<file path="src/rtl/tia_playfield_scanner_pkg.sv">
// Shared types and sizing helpers for the playfield scanner and its scan counter.
package tia_playfield_pkg;

    typedef enum logic [1:0] {
        ST_IDLE  = 2'd0,
        ST_LEFT  = 2'd1,
        ST_RIGHT = 2'd2
    } scan_state_t;

    localparam int DEF_PF_BITS     = 20;
    localparam int DEF_PIX_PER_BIT = 4;
    localparam int DEF_WR_W        = 8;

    function automatic int slice_count(input int pf_bits, input int wr_w);
        return (pf_bits + wr_w - 1) / wr_w;
    endfunction

    // A single-slice image still gets a one-bit address so the port never collapses to zero width.
    function automatic int addr_width(input int pf_bits, input int wr_w);
        int n;
        n = slice_count(pf_bits, wr_w);
        return (n <= 1) ? 1 : $clog2(n);
    endfunction

endpackage

</file>
<file path="src/rtl/tia_playfield_scanner_if.sv">
// Write bus, scan control and pixel outputs of the playfield scanner.
interface tia_playfield_scanner_if
    import tia_playfield_pkg::*;
#(
    parameter int PF_BITS = DEF_PF_BITS,
    parameter int WR_W    = DEF_WR_W
) ();
    localparam int AW = addr_width(PF_BITS, WR_W);

    logic          wr_en;
    logic [AW-1:0] wr_addr;
    logic [WR_W-1:0] wr_data;
    logic          line_start;
    logic          pix_en;
    logic          reflect;
    logic          pf_out;
    logic          pf_side;
    logic          pf_active;

    modport master (
        output wr_en, wr_addr, wr_data, line_start, pix_en, reflect,
        input  pf_out, pf_side, pf_active
    );

    modport slave (
        input  wr_en, wr_addr, wr_data, line_start, pix_en, reflect,
        output pf_out, pf_side, pf_active
    );
endinterface

</file>
<file path="src/rtl/tia_playfield_scanner_scan_counter.sv">
// Scan state machine: walks bit_idx/sub across the left half, then the right half.
module tia_playfield_scan_counter
    import tia_playfield_pkg::*;
#(
    parameter int PF_BITS     = DEF_PF_BITS,
    parameter int PIX_PER_BIT = DEF_PIX_PER_BIT,
    localparam int IW = (PF_BITS <= 1) ? 1 : $clog2(PF_BITS),
    localparam int SW = (PIX_PER_BIT <= 1) ? 1 : $clog2(PIX_PER_BIT)
) (
    input  logic          clk,
    input  logic          rst_l,
    input  logic          line_start,
    input  logic          pix_en,
    input  logic          reflect,
    output scan_state_t   state,
    output logic [IW-1:0] bit_idx,
    output logic          reflect_latch
);
    localparam logic [SW-1:0] SUB_LAST = SW'(PIX_PER_BIT - 1);
    localparam logic [IW-1:0] BIT_LAST = IW'(PF_BITS - 1);

    scan_state_t   state_reg;
    logic [IW-1:0] bit_idx_reg;
    logic [SW-1:0] sub_reg;
    logic          reflect_latch_reg;

    // line_start outranks pix_en so a restart always lands cleanly on bit 0.
    always_ff @(posedge clk or negedge rst_l) begin
        if (!rst_l) begin
            state_reg         <= ST_IDLE;
            bit_idx_reg       <= '0;
            sub_reg           <= '0;
            reflect_latch_reg <= 1'b0;
        end else if (line_start) begin
            state_reg   <= ST_LEFT;
            bit_idx_reg <= '0;
            sub_reg     <= '0;
        end else if (pix_en && state_reg != ST_IDLE) begin
            if (sub_reg == SUB_LAST) begin
                sub_reg <= '0;
                if (bit_idx_reg == BIT_LAST) begin
                    bit_idx_reg <= '0;
                    if (state_reg == ST_LEFT) begin
                        state_reg         <= ST_RIGHT;
                        reflect_latch_reg <= reflect;
                    end else begin
                        state_reg <= ST_IDLE;
                    end
                end else begin
                    bit_idx_reg <= bit_idx_reg + 1'b1;
                end
            end else begin
                sub_reg <= sub_reg + 1'b1;
            end
        end
    end

    assign state         = state_reg;
    assign bit_idx       = bit_idx_reg;
    assign reflect_latch = reflect_latch_reg;

endmodule

</file>
<file path="src/rtl/tia_playfield_scanner.sv">
// Playfield image registers with slice writes, optional shadow commit and scan output mux.
module tia_playfield_scanner
    import tia_playfield_pkg::*;
#(
    parameter int PF_BITS     = DEF_PF_BITS,
    parameter int PIX_PER_BIT = DEF_PIX_PER_BIT,
    parameter int WR_W        = DEF_WR_W,
    parameter int DOUBLE_BUF  = 1
) (
    input  logic clk,
    input  logic rst_l,
    tia_playfield_scanner_if.slave bus
);
    localparam int AW = addr_width(PF_BITS, WR_W);
    localparam int IW = (PF_BITS <= 1) ? 1 : $clog2(PF_BITS);

    logic [PF_BITS-1:0] wr_hit;
    logic [PF_BITS-1:0] wr_val;
    logic [PF_BITS-1:0] active_reg;
    scan_state_t        state;
    logic [IW-1:0]      bit_idx;
    logic [IW-1:0]      eff_idx;
    logic               reflect_latch;

    // Per-bit decode: addresses past the last slice match no bit, so those writes vanish.
    genvar gi;
    generate
        for (gi = 0; gi < PF_BITS; gi++) begin : g_wr
            assign wr_hit[gi] = bus.wr_en && (bus.wr_addr == AW'(gi / WR_W));
            assign wr_val[gi] = bus.wr_data[gi % WR_W];
        end
    endgenerate

    generate
        if (DOUBLE_BUF != 0) begin : g_dbuf
            logic [PF_BITS-1:0] shadow_reg;
            logic [PF_BITS-1:0] shadow_next;

            // Commit takes the already-merged shadow so a same-cycle write is not lost.
            assign shadow_next = (shadow_reg & ~wr_hit) | (wr_val & wr_hit);

            always_ff @(posedge clk or negedge rst_l) begin
                if (!rst_l) begin
                    shadow_reg <= '0;
                    active_reg <= '0;
                end else begin
                    shadow_reg <= shadow_next;
                    if (bus.line_start)
                        active_reg <= shadow_next;
                end
            end
        end else begin : g_direct
            always_ff @(posedge clk or negedge rst_l) begin
                if (!rst_l)
                    active_reg <= '0;
                else
                    active_reg <= (active_reg & ~wr_hit) | (wr_val & wr_hit);
            end
        end
    endgenerate

    tia_playfield_scan_counter #(
        .PF_BITS     (PF_BITS),
        .PIX_PER_BIT (PIX_PER_BIT)
    ) u_counter (
        .clk           (clk),
        .rst_l         (rst_l),
        .line_start    (bus.line_start),
        .pix_en        (bus.pix_en),
        .reflect       (bus.reflect),
        .state         (state),
        .bit_idx       (bit_idx),
        .reflect_latch (reflect_latch)
    );

    always_comb begin
        eff_idx = bit_idx;
        if (state == ST_RIGHT && reflect_latch)
            eff_idx = IW'(PF_BITS - 1) - bit_idx;
    end

    assign bus.pf_out    = (state != ST_IDLE) && active_reg[eff_idx];
    assign bus.pf_side   = (state == ST_RIGHT);
    assign bus.pf_active = (state != ST_IDLE);

endmodule

</file>
<file path="src/flat_wrapper.sv">
// flat-port wrapper written by rule: the top's interface ports become plain ports
module tia_playfield_scanner_flat import tia_playfield_pkg::*;
#(
    parameter int PF_BITS     = DEF_PF_BITS,
    parameter int PIX_PER_BIT = DEF_PIX_PER_BIT,
    parameter int WR_W        = DEF_WR_W,
    parameter int DOUBLE_BUF  = 1
)
  (clk, rst_l, bus_wr_en, bus_wr_addr, bus_wr_data, bus_line_start, bus_pix_en, bus_reflect, bus_pf_out, bus_pf_side, bus_pf_active);
  tia_playfield_scanner_if #(.PF_BITS(PF_BITS), .WR_W(WR_W)) bus_i ();
  input  logic clk;
  input  logic rst_l;
  input wire logic [$bits(bus_i.wr_en)-1:0] bus_wr_en;
  input wire logic [$bits(bus_i.wr_addr)-1:0] bus_wr_addr;
  input wire logic [$bits(bus_i.wr_data)-1:0] bus_wr_data;
  input wire logic [$bits(bus_i.line_start)-1:0] bus_line_start;
  input wire logic [$bits(bus_i.pix_en)-1:0] bus_pix_en;
  input wire logic [$bits(bus_i.reflect)-1:0] bus_reflect;
  output wire logic [$bits(bus_i.pf_out)-1:0] bus_pf_out;
  output wire logic [$bits(bus_i.pf_side)-1:0] bus_pf_side;
  output wire logic [$bits(bus_i.pf_active)-1:0] bus_pf_active;
  assign bus_i.wr_en = bus_wr_en;
  assign bus_i.wr_addr = bus_wr_addr;
  assign bus_i.wr_data = bus_wr_data;
  assign bus_i.line_start = bus_line_start;
  assign bus_i.pix_en = bus_pix_en;
  assign bus_i.reflect = bus_reflect;
  assign bus_pf_out = bus_i.pf_out;
  assign bus_pf_side = bus_i.pf_side;
  assign bus_pf_active = bus_i.pf_active;
  tia_playfield_scanner #(.PF_BITS(PF_BITS), .PIX_PER_BIT(PIX_PER_BIT), .WR_W(WR_W), .DOUBLE_BUF(DOUBLE_BUF)) u_core (.clk(clk), .rst_l(rst_l), .bus(bus_i));
endmodule
</file>
<file path="config.mk">
export PLATFORM = sky130hd
export DESIGN_NAME = tia_playfield_scanner_flat
export DESIGN_NICKNAME = d
export VERILOG_FILES = /design/src/rtl/tia_playfield_scanner_pkg.sv /design/src/rtl/tia_playfield_scanner_if.sv /design/src/rtl/tia_playfield_scanner_scan_counter.sv /design/src/rtl/tia_playfield_scanner.sv /design/src/flat_wrapper.sv
export SDC_FILE = /design/constraint.sdc
export NUM_CORES = 1
export LEC_CHECK = 0
export CORE_MARGIN = 1.5
export CORE_UTILIZATION = 44
export DETAILED_ROUTE_END_ITERATION = 16
export HOLD_SLACK_MARGIN = 0.05
export SLEW_MARGIN = 40
export SYNTH_ARGS = -nofsm -noshare
export SYNTH_HDL_FRONTEND = slang
export SYNTH_SLANG_ARGS = --single-unit
</file>
<file path="constraint.sdc">
create_clock -name clk -period 3.1 [get_ports clk]
set_input_delay 0.465 -clock clk [delete_from_list [all_inputs] [get_ports clk]]
set_output_delay 0.465 -clock clk [all_outputs]
set_load 0.005 [all_outputs]
</file>
==> impl_metrics.yaml <==
status:
  outcome: "finished clean"
drt:
  drt-vias-per-instance: 5.43
  wire_per_inst_um: 16.3
  drtAntennaViolNets: 0
  vias: 1608
  drt_iter0_drc: 77
  firstDrtPassIters: 4
  wirelength_mm: 4.82
  drc: 0
sta:
  fmax_ghz: 0.348
  final_max_slew_viol_count: 0
  setup_tns_ns: 0
  slew-limit-headroom_pct: 52.7
  worstMarginPinSlew_ns: 0.706
  fin_crit_sh_pct: 92.7
  rsz0062_at_grt: "false"
  whs_ns: 0.171
  hold_viol_final: 0
  fin_crit_ns: 2.87
  skew_ns: 0.00674
  setup_viol: 0
global_routing:
  gr-total-overflow: 0
  antenna_found_initial: 0
  grt_use_met2_pct: 27.5
  grt_pass1_vias: 1657
  grt_max_degree: 51
  use_met3_pct: 3.91
  grt.total_usage_pct: 17.6
  grt_pass1_wl_mm: 8.34
  busiest_layer: "met2"
  grtUsageMet1_pct: 23.6
critical_path:
  crit_end: "bus_pf_out"
  cp.required_ns: 2.63
  startpoint_type: "register"
  cp.arrival_ns: 2.41
  rr_endpoint: "u_core.u_counter.reflect_latch"
  crit_type: "reg2out"
  end_kind: "output pin"
  startpoint: "u_core.u_counter.bit_idx[2]"
  worstRegToRegCells: 4
  r2r_slack_ns: 1.14
  r2r-start: "u_core.u_counter.bit_idx[0]"
  cp_max_fo: 5
flow_run:
  drv_cap: 0
placement:
  placedCellCount: 288
  port_buffers: 18
  dp_hpwl_mm: 3.42
  gp_congestion: 0.790
clock_network:
  cts_sinks: 50
  postCtsHoldBufs: 0
  clk_pin_slew_ns: 0.09
  cts_tree: "done"
  cts_buffers: 5
  clock_latency_ns: 0.30
  root_buffer: "clkbuf_8"
  cts_htree_levels: 2
  cts_buffer_depth: 2
synth:
  ys_ff_latch: 50
  synthArstFlopShare_pct: 100
  netlist_instances: 202
  yosys_warnings: 0
  synth_cell_type_count: 48
  synth_top_cell_area_share_pct: 49.6
  synth.avg_cell_area_um2: 12.5
  synth_area_leaders: "dfrtp_1 50%, mux2_2 20%, mux2i_1 4.4%, ha_1 2.0%, mux4_2 1.8%"
  syn_nets: 222
  netlist_area_um2: 2520
  synth.most_common_cell: "dfrtp_1"
  ys_seq_area_share_pct: 49.6
  ys.flop_type: "dfrtp_1"
  synth_top_cells_by_count: "50 x dfrtp_1, 44 x mux2_2, 11 x mux2i_1"
  synth_top_area_cell: "dfrtp_1"
  synth_edf_count: 0
floorplanning:
  boundaryPins: 19
  num_rows: 27
  die_w_um: 78.8
  core_area_um2: 5510
  die_area_um2: 6200
  die_y_um: 78.8
  initial_core_util_pct: 45.9
cells_and_area:
  fin_nets: 243
  syn_to_final_growth_pct: 14.3
  layout-drive-gt1-share_pct: 31.3
  insertedDiodeCount: 0
  layoutNonFillerInstCount: 296
power_and_ir_drop:
  ir_drop_v: 0.000286
  total_power_w: 0.00147
  power.density_nw_per_um2: 509
  leakage_nw: 1.20
hold_path:
  hp-class: "in2async"
## worst min path at each step
stage / from / endpoint / slack (ns) / depth (start not counted)
finish: rst_l / u_core.g_dbuf.shadow_reg[2] / 0.17 / 1
global route: rst_l / u_core.g_dbuf.shadow_reg[16] / 0.21 / 1
CTS: rst_l / u_core.g_dbuf.shadow_reg[16] / 0.19 / 1
detailed placement: u_core.g_dbuf.shadow_reg[7] / u_core.g_dbuf.shadow_reg[7] / 0.48 / 1
global placement: u_core.g_dbuf.shadow_reg[14] / u_core.g_dbuf.shadow_reg[14] / 0.47 / 1
floorplan: rst_l / u_core.active_reg[0] / 0.17 / 0
## layout make-up
| cell class | instances | area, µm² |
|---|---|---|
| fill | 476 | 2620 |
| multi-input combinational | 138 | 1210 |
| inverter | 3 | 11.3 |
| clock buffer | 6 | 82.6 |
| timing repair buffer | 25 | 225 |
| sequential | 50 | 1250 |
| clock inverter | 2 | 12.5 |
| tap | 72 | 90.1 |
## cell usage in the layout (no fill, tap or decap), types with 4 or more instances in the layout
cell / count
buf_4: 8
clkbuf_8: 6
clkdlybuf4s50_1: 16
dfrtp_1: 50
ha_1: 4
mux2_2: 44
mux2i_1: 11
nand2_1: 9
nand3b_1: 4
nor2_1: 10
nor2b_1: 5
nor3_1: 4
o21ai_0: 4
## worst max-delay path, stage by stage (launching register included)
cell and delay (ns):
dfrtp_1 0.37, inv_2 0.06, ha_1 0.33, buf_4 0.17, mux2_2 0.28, a2111oi_1 0.44
a22oi_1 0.15, o311ai_1 0.12, clkbuf_2 0.17
## routing by layer
metal / part of all wire [%] / up-vias
met5: 0 / -
met1: 46 / 797
met4: 1.9 / 0
met3: 4.2 / 9
met2: 48 / 33
li1: - / 769
## kinds of logic after synthesis
kind of cell,count (synthesis),synth area share (%)
multiplexers,57,25.8
flip-flops,50,49.6
AND/OR/NAND/NOR,48,10.9
AO/OA/AOI/OAI,22,6.64
buffers and inverters,14,2.48
XOR/XNOR,7,2.73
adder cells (fa/ha/maj),4,1.98
## what timing repair did
action,CTS,global route
setup endpoints to repair,1,1
resized for setup,3,3
buffers inserted,0,0
## where the power goes
group          internal [W]  switching (W)
combinational      0.000154      0.0000994
sequential         0.000765      0.0000613
clock              0.000180       0.000211
total               0.00110       0.000372
## metrics by stage
step / utilization, % / setup WS (ns) / area [µm²]
finish: 52.4 / 0.226 / 2890
global route: 52.4 / 0.0850 / 2890
CTS: 52.5 / 0.0872 / 2890
detailed placement: 50.7 / 0.110 / 2790
global placement: 50.7 / 0.194 / 2790
floorplan: - / 0.409 / 2520
Note: power is estimated with default switching activity, not from simulation.
